### config.mk
export PLATFORM = sky130hd
export DESIGN_NAME = bin_to_bcd_seq
export DESIGN_NICKNAME = d
export VERILOG_FILES = /design/src/rtl/bcd_pkg.sv /design/src/rtl/bcd_add3.sv /design/src/rtl/bin_to_bcd_seq.sv
export SDC_FILE = /design/constraint.sdc
export NUM_CORES = 1
export LEC_CHECK = 0
export CAP_MARGIN = 20
export CORE_MARGIN = 2
export CORE_UTILIZATION = 45
export CTS_BUF_LIST = sky130_fd_sc_hd__clkbuf_4
export DETAILED_ROUTE_END_ITERATION = 10
export GPL_ROUTABILITY_DRIVEN = 0
export GPL_TIMING_DRIVEN = 0
export PLACE_DENSITY = 0.71
export SLEW_MARGIN = 20
export SYNTH_ARGS = -nofsm -noshare
export SYNTH_HDL_FRONTEND = slang
export SYNTH_SLANG_ARGS = --single-unit
export TNS_END_PERCENT = 50
### constraint.sdc
create_clock -name iClk -period 4.6 [get_ports iClk]
set_input_delay 0.92 -clock iClk [delete_from_list [all_inputs] [get_ports iClk]]
set_output_delay 0.92 -clock iClk [all_outputs]
set_load 0.1 [all_outputs]
### src/rtl/bcd_pkg.sv
// Shared types and constants for the sequential binary-to-BCD converter.
package bcd_pkg;

    typedef enum logic {
        IDLE = 1'b0,
        CONV = 1'b1
    } state_e;

    localparam int DEF_BIN_W  = 14;
    localparam int DEF_DIGITS = 4;
    localparam int DEF_CNT_W  = $clog2(DEF_BIN_W + 1);

    // Bit counter width: must hold the load value BIN_W.
    function automatic int cnt_width(input int bin_w);
        return $clog2(bin_w + 1);
    endfunction

    // 10^n as a 64-bit constant; n up to 10 fits comfortably.
    function automatic logic [63:0] pow10(input int n);
        logic [63:0] r;
        r = 64'd1;
        for (int i = 0; i < n; i++) begin
            r = r * 64'd10;
        end
        return r;
    endfunction

endpackage

### src/rtl/bcd_add3.sv
// One BCD digit correction step of shift-and-add-3: digits >= 5 get +3.
module bcd_add3 (
    input  logic [3:0] d_i,
    output logic [3:0] d_o
);

    assign d_o = (d_i >= 4'd5) ? (d_i + 4'd3) : d_i;

endmodule

### src/rtl/bin_to_bcd_seq.sv
// Sequential shift-and-add-3 binary-to-BCD converter with start/done
// handshake, overflow saturation and leading-zero blanking mask.
//
// state | meaning
// IDLE  | waiting for iStart; outputs hold the last result
// CONV  | one correct-and-shift per cycle, BIN_W cycles total
module bin_to_bcd_seq
    import bcd_pkg::*;
#(
    parameter int BIN_W  = 14,
    parameter int DIGITS = 4
) (
    input  logic                  iClk,
    input  logic                  iRst_n,
    input  logic                  iStart,
    input  logic [BIN_W-1:0]      iBin,
    output logic                  oBusy,
    output logic                  oDone,
    output logic [4*DIGITS-1:0]   oBcd,
    output logic [DIGITS-1:0]     oBlank,
    output logic                  oOverflow
);

    localparam int BCD_W = 4 * DIGITS;
    localparam int SR_W  = BCD_W + BIN_W;
    localparam int CNT_W = cnt_width(BIN_W);

    localparam logic [CNT_W-1:0] CNT_LOAD = CNT_W'(BIN_W);
    localparam logic [CNT_W-1:0] CNT_ONE  = CNT_W'(1);
    localparam logic [BCD_W-1:0] NINES    = {DIGITS{4'h9}};

    // Largest displayable value and largest input; overflow is only
    // possible when the input range exceeds the display range.
    localparam logic [63:0] LIMIT64   = pow10(DIGITS) - 64'd1;
    localparam logic [63:0] BIN_MAX64 = (64'd1 << BIN_W) - 64'd1;
    localparam bit          CAN_OVF   = (BIN_MAX64 > LIMIT64);

    state_e             state_q, state_d;
    logic [CNT_W-1:0]   cnt_q, cnt_d;
    logic [SR_W-1:0]    sr_q, sr_d;
    logic               ovf_pend_q, ovf_pend_d;
    logic [BCD_W-1:0]   bcd_q, bcd_d;
    logic [DIGITS-1:0]  blank_q, blank_d;
    logic               ovf_q, ovf_d;
    logic               done_q, done_d;

    logic [BCD_W-1:0]   bcd_adj;
    logic [SR_W-1:0]    sr_adj;
    logic [SR_W-1:0]    sr_shift;
    logic [BCD_W-1:0]   bcd_final;
    logic [DIGITS-1:0]  blank_calc;
    logic               ovf_in;

    generate
        for (genvar k = 0; k < DIGITS; k++) begin : g_add3
            bcd_add3 u_add3 (
                .d_i (sr_q[BIN_W + 4*k +: 4]),
                .d_o (bcd_adj[4*k +: 4])
            );
        end

        if (CAN_OVF) begin : g_ovf
            localparam logic [BIN_W:0] LIMIT = LIMIT64[BIN_W:0];
            assign ovf_in = ({1'b0, iBin} > LIMIT);
        end else begin : g_no_ovf
            assign ovf_in = 1'b0;
        end
    endgenerate

    // Top bit of the BCD field falls off; binary MSB enters digit 0 LSB.
    assign sr_adj    = {bcd_adj, sr_q[BIN_W-1:0]};
    assign sr_shift  = {sr_adj[SR_W-2:0], 1'b0};
    assign bcd_final = sr_shift[SR_W-1 -: BCD_W];

    // Leading-zero mask from the top digit down; digit 0 always shown.
    always_comb begin
        logic zero_run;
        zero_run   = 1'b1;
        blank_calc = '0;
        for (int k = DIGITS - 1; k >= 0; k--) begin
            zero_run      = zero_run & (bcd_final[4*k +: 4] == 4'h0);
            blank_calc[k] = zero_run;
        end
        blank_calc[0] = 1'b0;
    end

    // Next-state and datapath update for the IDLE/CONV sequencer.
    always_comb begin
        state_d    = state_q;
        cnt_d      = cnt_q;
        sr_d       = sr_q;
        ovf_pend_d = ovf_pend_q;
        bcd_d      = bcd_q;
        blank_d    = blank_q;
        ovf_d      = ovf_q;
        done_d     = 1'b0;
        case (state_q)
            IDLE: begin
                if (iStart) begin
                    sr_d       = {{BCD_W{1'b0}}, iBin};
                    cnt_d      = CNT_LOAD;
                    ovf_pend_d = ovf_in;
                    state_d    = CONV;
                end
            end
            CONV: begin
                sr_d  = sr_shift;
                cnt_d = cnt_q - CNT_ONE;
                if (cnt_q == CNT_ONE) begin
                    state_d = IDLE;
                    done_d  = 1'b1;
                    ovf_d   = ovf_pend_q;
                    bcd_d   = ovf_pend_q ? NINES : bcd_final;
                    blank_d = ovf_pend_q ? '0 : blank_calc;
                end
            end
            default: state_d = IDLE;
        endcase
    end

    // State and result registers; reset aborts any conversion in flight.
    always_ff @(posedge iClk or negedge iRst_n) begin
        if (!iRst_n) begin
            state_q    <= IDLE;
            cnt_q      <= '0;
            sr_q       <= '0;
            ovf_pend_q <= 1'b0;
            bcd_q      <= '0;
            blank_q    <= '0;
            ovf_q      <= 1'b0;
            done_q     <= 1'b0;
        end else begin
            state_q    <= state_d;
            cnt_q      <= cnt_d;
            sr_q       <= sr_d;
            ovf_pend_q <= ovf_pend_d;
            bcd_q      <= bcd_d;
            blank_q    <= blank_d;
            ovf_q      <= ovf_d;
            done_q     <= done_d;
        end
    end

    assign oBusy     = (state_q == CONV);
    assign oDone     = done_q;
    assign oBcd      = bcd_q;
    assign oBlank    = blank_q;
    assign oOverflow = ovf_q;

endmodule

==> summary by stage <==
Outcome
The flow ran to the end, and the final reports show no timing, DRC or antenna violations.

Timing
Setup violations remaining at the end of the flow were counted as 0. The worst pin sits at a relative slew slack of between 30% and 40%. The summed negative setup slack over all endpoints is 0 ps. The final hold violation count is 0. The number of pins with negative max-slew slack in the final report came to 0. The worst clock skew is roughly 9 ps.

Setup repair after global routing left no endpoint under its margin. The maximum frequency from static timing analysis is approximately 350 MHz. Counting I/O delays and the setup requirement, the final critical path takes between 2000 and 3000 ps. The transition time at the pin with the least slew margin is between 900 and 1000 ps. The post-route clock period utilization is between 60 and 70%.

Yosys
The fraction of post-synthesis cell area in the top cell type by area is 50.9%. The number of synthesis warnings is 0. In the synthesized netlist the async set-or-reset flop fraction comes to between 90% and 100%. In the post-synthesis netlist, the biggest area contributors are dfrtp_1, mux2i_1, ha_1. In this run the cell area of the synthesized design comes to between 2000 and 3000 um^2. Summed over all instances, the cell type with the most area after synthesis is dfrtp_1. The commonest cells after synthesis are dfrtp_1, nand2_1, mux2i_1. The post-synthesis average cell area is 10.4 um^2.

The most frequently used cell type in the post-synthesis netlist is dfrtp_1. The synthesized netlist contains 32 unique library cells. The synthesized net count is a little under 300. In the synthesized netlist, the number of instances is ~270. The synthesized design contains 0 enable-type register cells. The sequential area share after synthesis is roughly 51%. Among all flip-flop cells after synthesis, the most frequent one is dfrtp_1. Synthesis inferred 57 register bits.

CTS
The number of hold buffers added after CTS is 0. The clock reaches the later pin of the worst-skew pair after around 380 ps. The clock drives 57 sinks. The cell chosen for the clock root is clkbuf_4. After clock tree synthesis, the repair step resized 0 gates. The maximum clock path buffer count is 2. Clock-pin slew was measured on the worst setup and hold paths at 100 ps. The number of setup buffers added after CTS is 0.

The number of clock buffers inserted by TritonCTS is 9. The number of H-tree branching levels is 3. The clock tree from TritonCTS is yes.

Route
The via count normalized by instance count is around 5.3. After detailed routing, the number of remaining DRC violations is 0. The DRC violation total after the first TritonRoute iteration is approximately 110. The antenna violation net count after detailed routing is 0. The vias after detailed routing is roughly 2,100. The count of TritonRoute iterations in the first routing pass is 4. After detailed routing, the average wire length per cell comes to between 15 and 20 um. The aggregate routed wire length is around 6.1 mm.

Final layout
In the final design database the tool counted 345 nets. Cells with a size suffix above 1 make up slightly above 6% of the layout. The utilization after layout is 56.9%. After routing the design area is roughly 3400 um^2.

0 antenna diodes ended up in the layout. Fill cells in the final layout number 580. The layout-stage area growth over the synthesis result is 20.8%.

Global route
The number of antenna violations at the first check in global routing is 0. The via count of the first global-routing pass is roughly 2,200. Entering global routing, the biggest net connects 47 pins. The global-route congestion overflow total is 0. Global routing used just under 20% of the available tracks across all layers. The first global-routing pass estimated about 11 mm of wire.

Critical path
The data arrival time of the critical path is 1920 ps. The number of buffers and inverters on the critical path is 1. The cell at the slowest stage of the critical path is clkdlybuf4s50_1. For the worst setup path, the data required time is about 3700 ps. The kind of critical path is reg2out. The sort of element at the start of the critical path is a flip-flop. On the critical path the largest part of the delay comes from buffers and inverters. The critical path goes through clkdlybuf4s50_1. STA classifies the critical path endpoint as a primary output. For this run, the slowest stage of the critical path takes ~1200 ps. Along the worst path, the maximum fanout reaches 2.

Die
The floorplan has 28 rows. The area of the die is slightly below 7000 um^2. In this run the vertical extent of the chip is 82.9 um. The core region is a little under 6000 um^2. The horizontal die dimension is around 83 um. The top-level port count is 40.

The starting density of the core is 47.1%.

Place
The count of buffers from port buffering is 37. Summing all placed instances gives a cell area of approximately 3300 um^2. The HPWL reported at the end of detailed placement is roughly 4.4 mm.

Worst hold path
The class of the tightest hold or removal check is in2async.

Run
The max-cap violation count is 0.
==> final timing paths <==
kind,from,slack [ps],end,cells past startpoint
max,oBcd[7]$_DFFE_PN0P_,1760,oBcd[7],1
min,iRst_n,370,oBcd[13]$_DFFE_PN0P_,1
max reg2reg,sr_q[26]$_DFFE_PN0P_,2560,oBlank[1]$_DFFE_PN0P_,7
min reg2reg,oBlank[2]$_DFFE_PN0P_,480,oBlank[2]$_DFFE_PN0P_,1
max in group asynchronous,iRst_n,3760,sr_q[25]$_DFFE_PN0P_,2
min in group iClk,oBlank[2]$_DFFE_PN0P_,480,oBlank[2]$_DFFE_PN0P_,1
==> final cells by class <==
class                   count  area [um^2]  share of cell area [%]
inverters                  11         41.3                    1.22
clock buffers               9         67.6                    1.99
plain buffers              15         68.8                    2.03
clock inverters             7         27.5                   0.813
well taps                  75         93.8                    2.77
multi-input cells         186         1270                    37.4
repair buffers             38          395                    11.7
flip-flops and latches     57         1430                    42.1
==> metrics by stage <==
stage                     hold slack (ps)  setup WS, ps  cells
after floorplan                       452          2310    269
after global placement                460           744    381
after detailed placement              462          2180    382
after CTS                             352          1740    398
after global routing                  346          1700    398
final                                 371          1760    398
==> state kept, by name, indices dropped and copies added, names as in the netlist <==
signal	count
oBusy	1
oBlank	3
cnt_q	4
oDone	1
sr_q	30
ovf_pend_q	1
oOverflow	1
oBcd	16
==> cell families after synthesis <==
logic type	share of synthesized area, %
compound gates	14.8
simple gates	15.7
mux	8.21
other cells	0.134
flops	50.9
xor+xnor	1.87
fa+ha+maj	4.46
buf+inv	3.93
==> placed cells by master (no fill, tap or decap), types with 2 or more instances in the layout <==
cell	instances
dfrtp_1	57
clkdlybuf4s50_1	36
nand2_1	31
mux2i_1	23
a21oi_1	20
o21ai_0	20
nand2b_1	15
nor2_1	13
inv_1	10
ha_1	10
clkbuf_1	9
nor3b_1	9
clkbuf_4	9
a22o_1	8
o31ai_1	8
xnor2_1	6
clkinv_1	6
buf_4	4
nor3_1	4
a21o_1	4
buf_1	2
o21ai_1	2
nand3_1	2
nand3b_1	2
==> layer usage <==
layer | vias up | part of all wire [%] | GRT usage [%]
li1 | 1024 | - | -
met1 | 1036 | 48 | 25.6
met2 | 51 | 48 | 31.4
met3 | 4 | 3.5 | 3.48
met4 | 0 | 0.55 | 7.75
met5 | - | 0 | 0
Power is left out: the tool's default activity adds up to more than one toggle a clock period on the data nets, which glitch-free logic cannot reach.
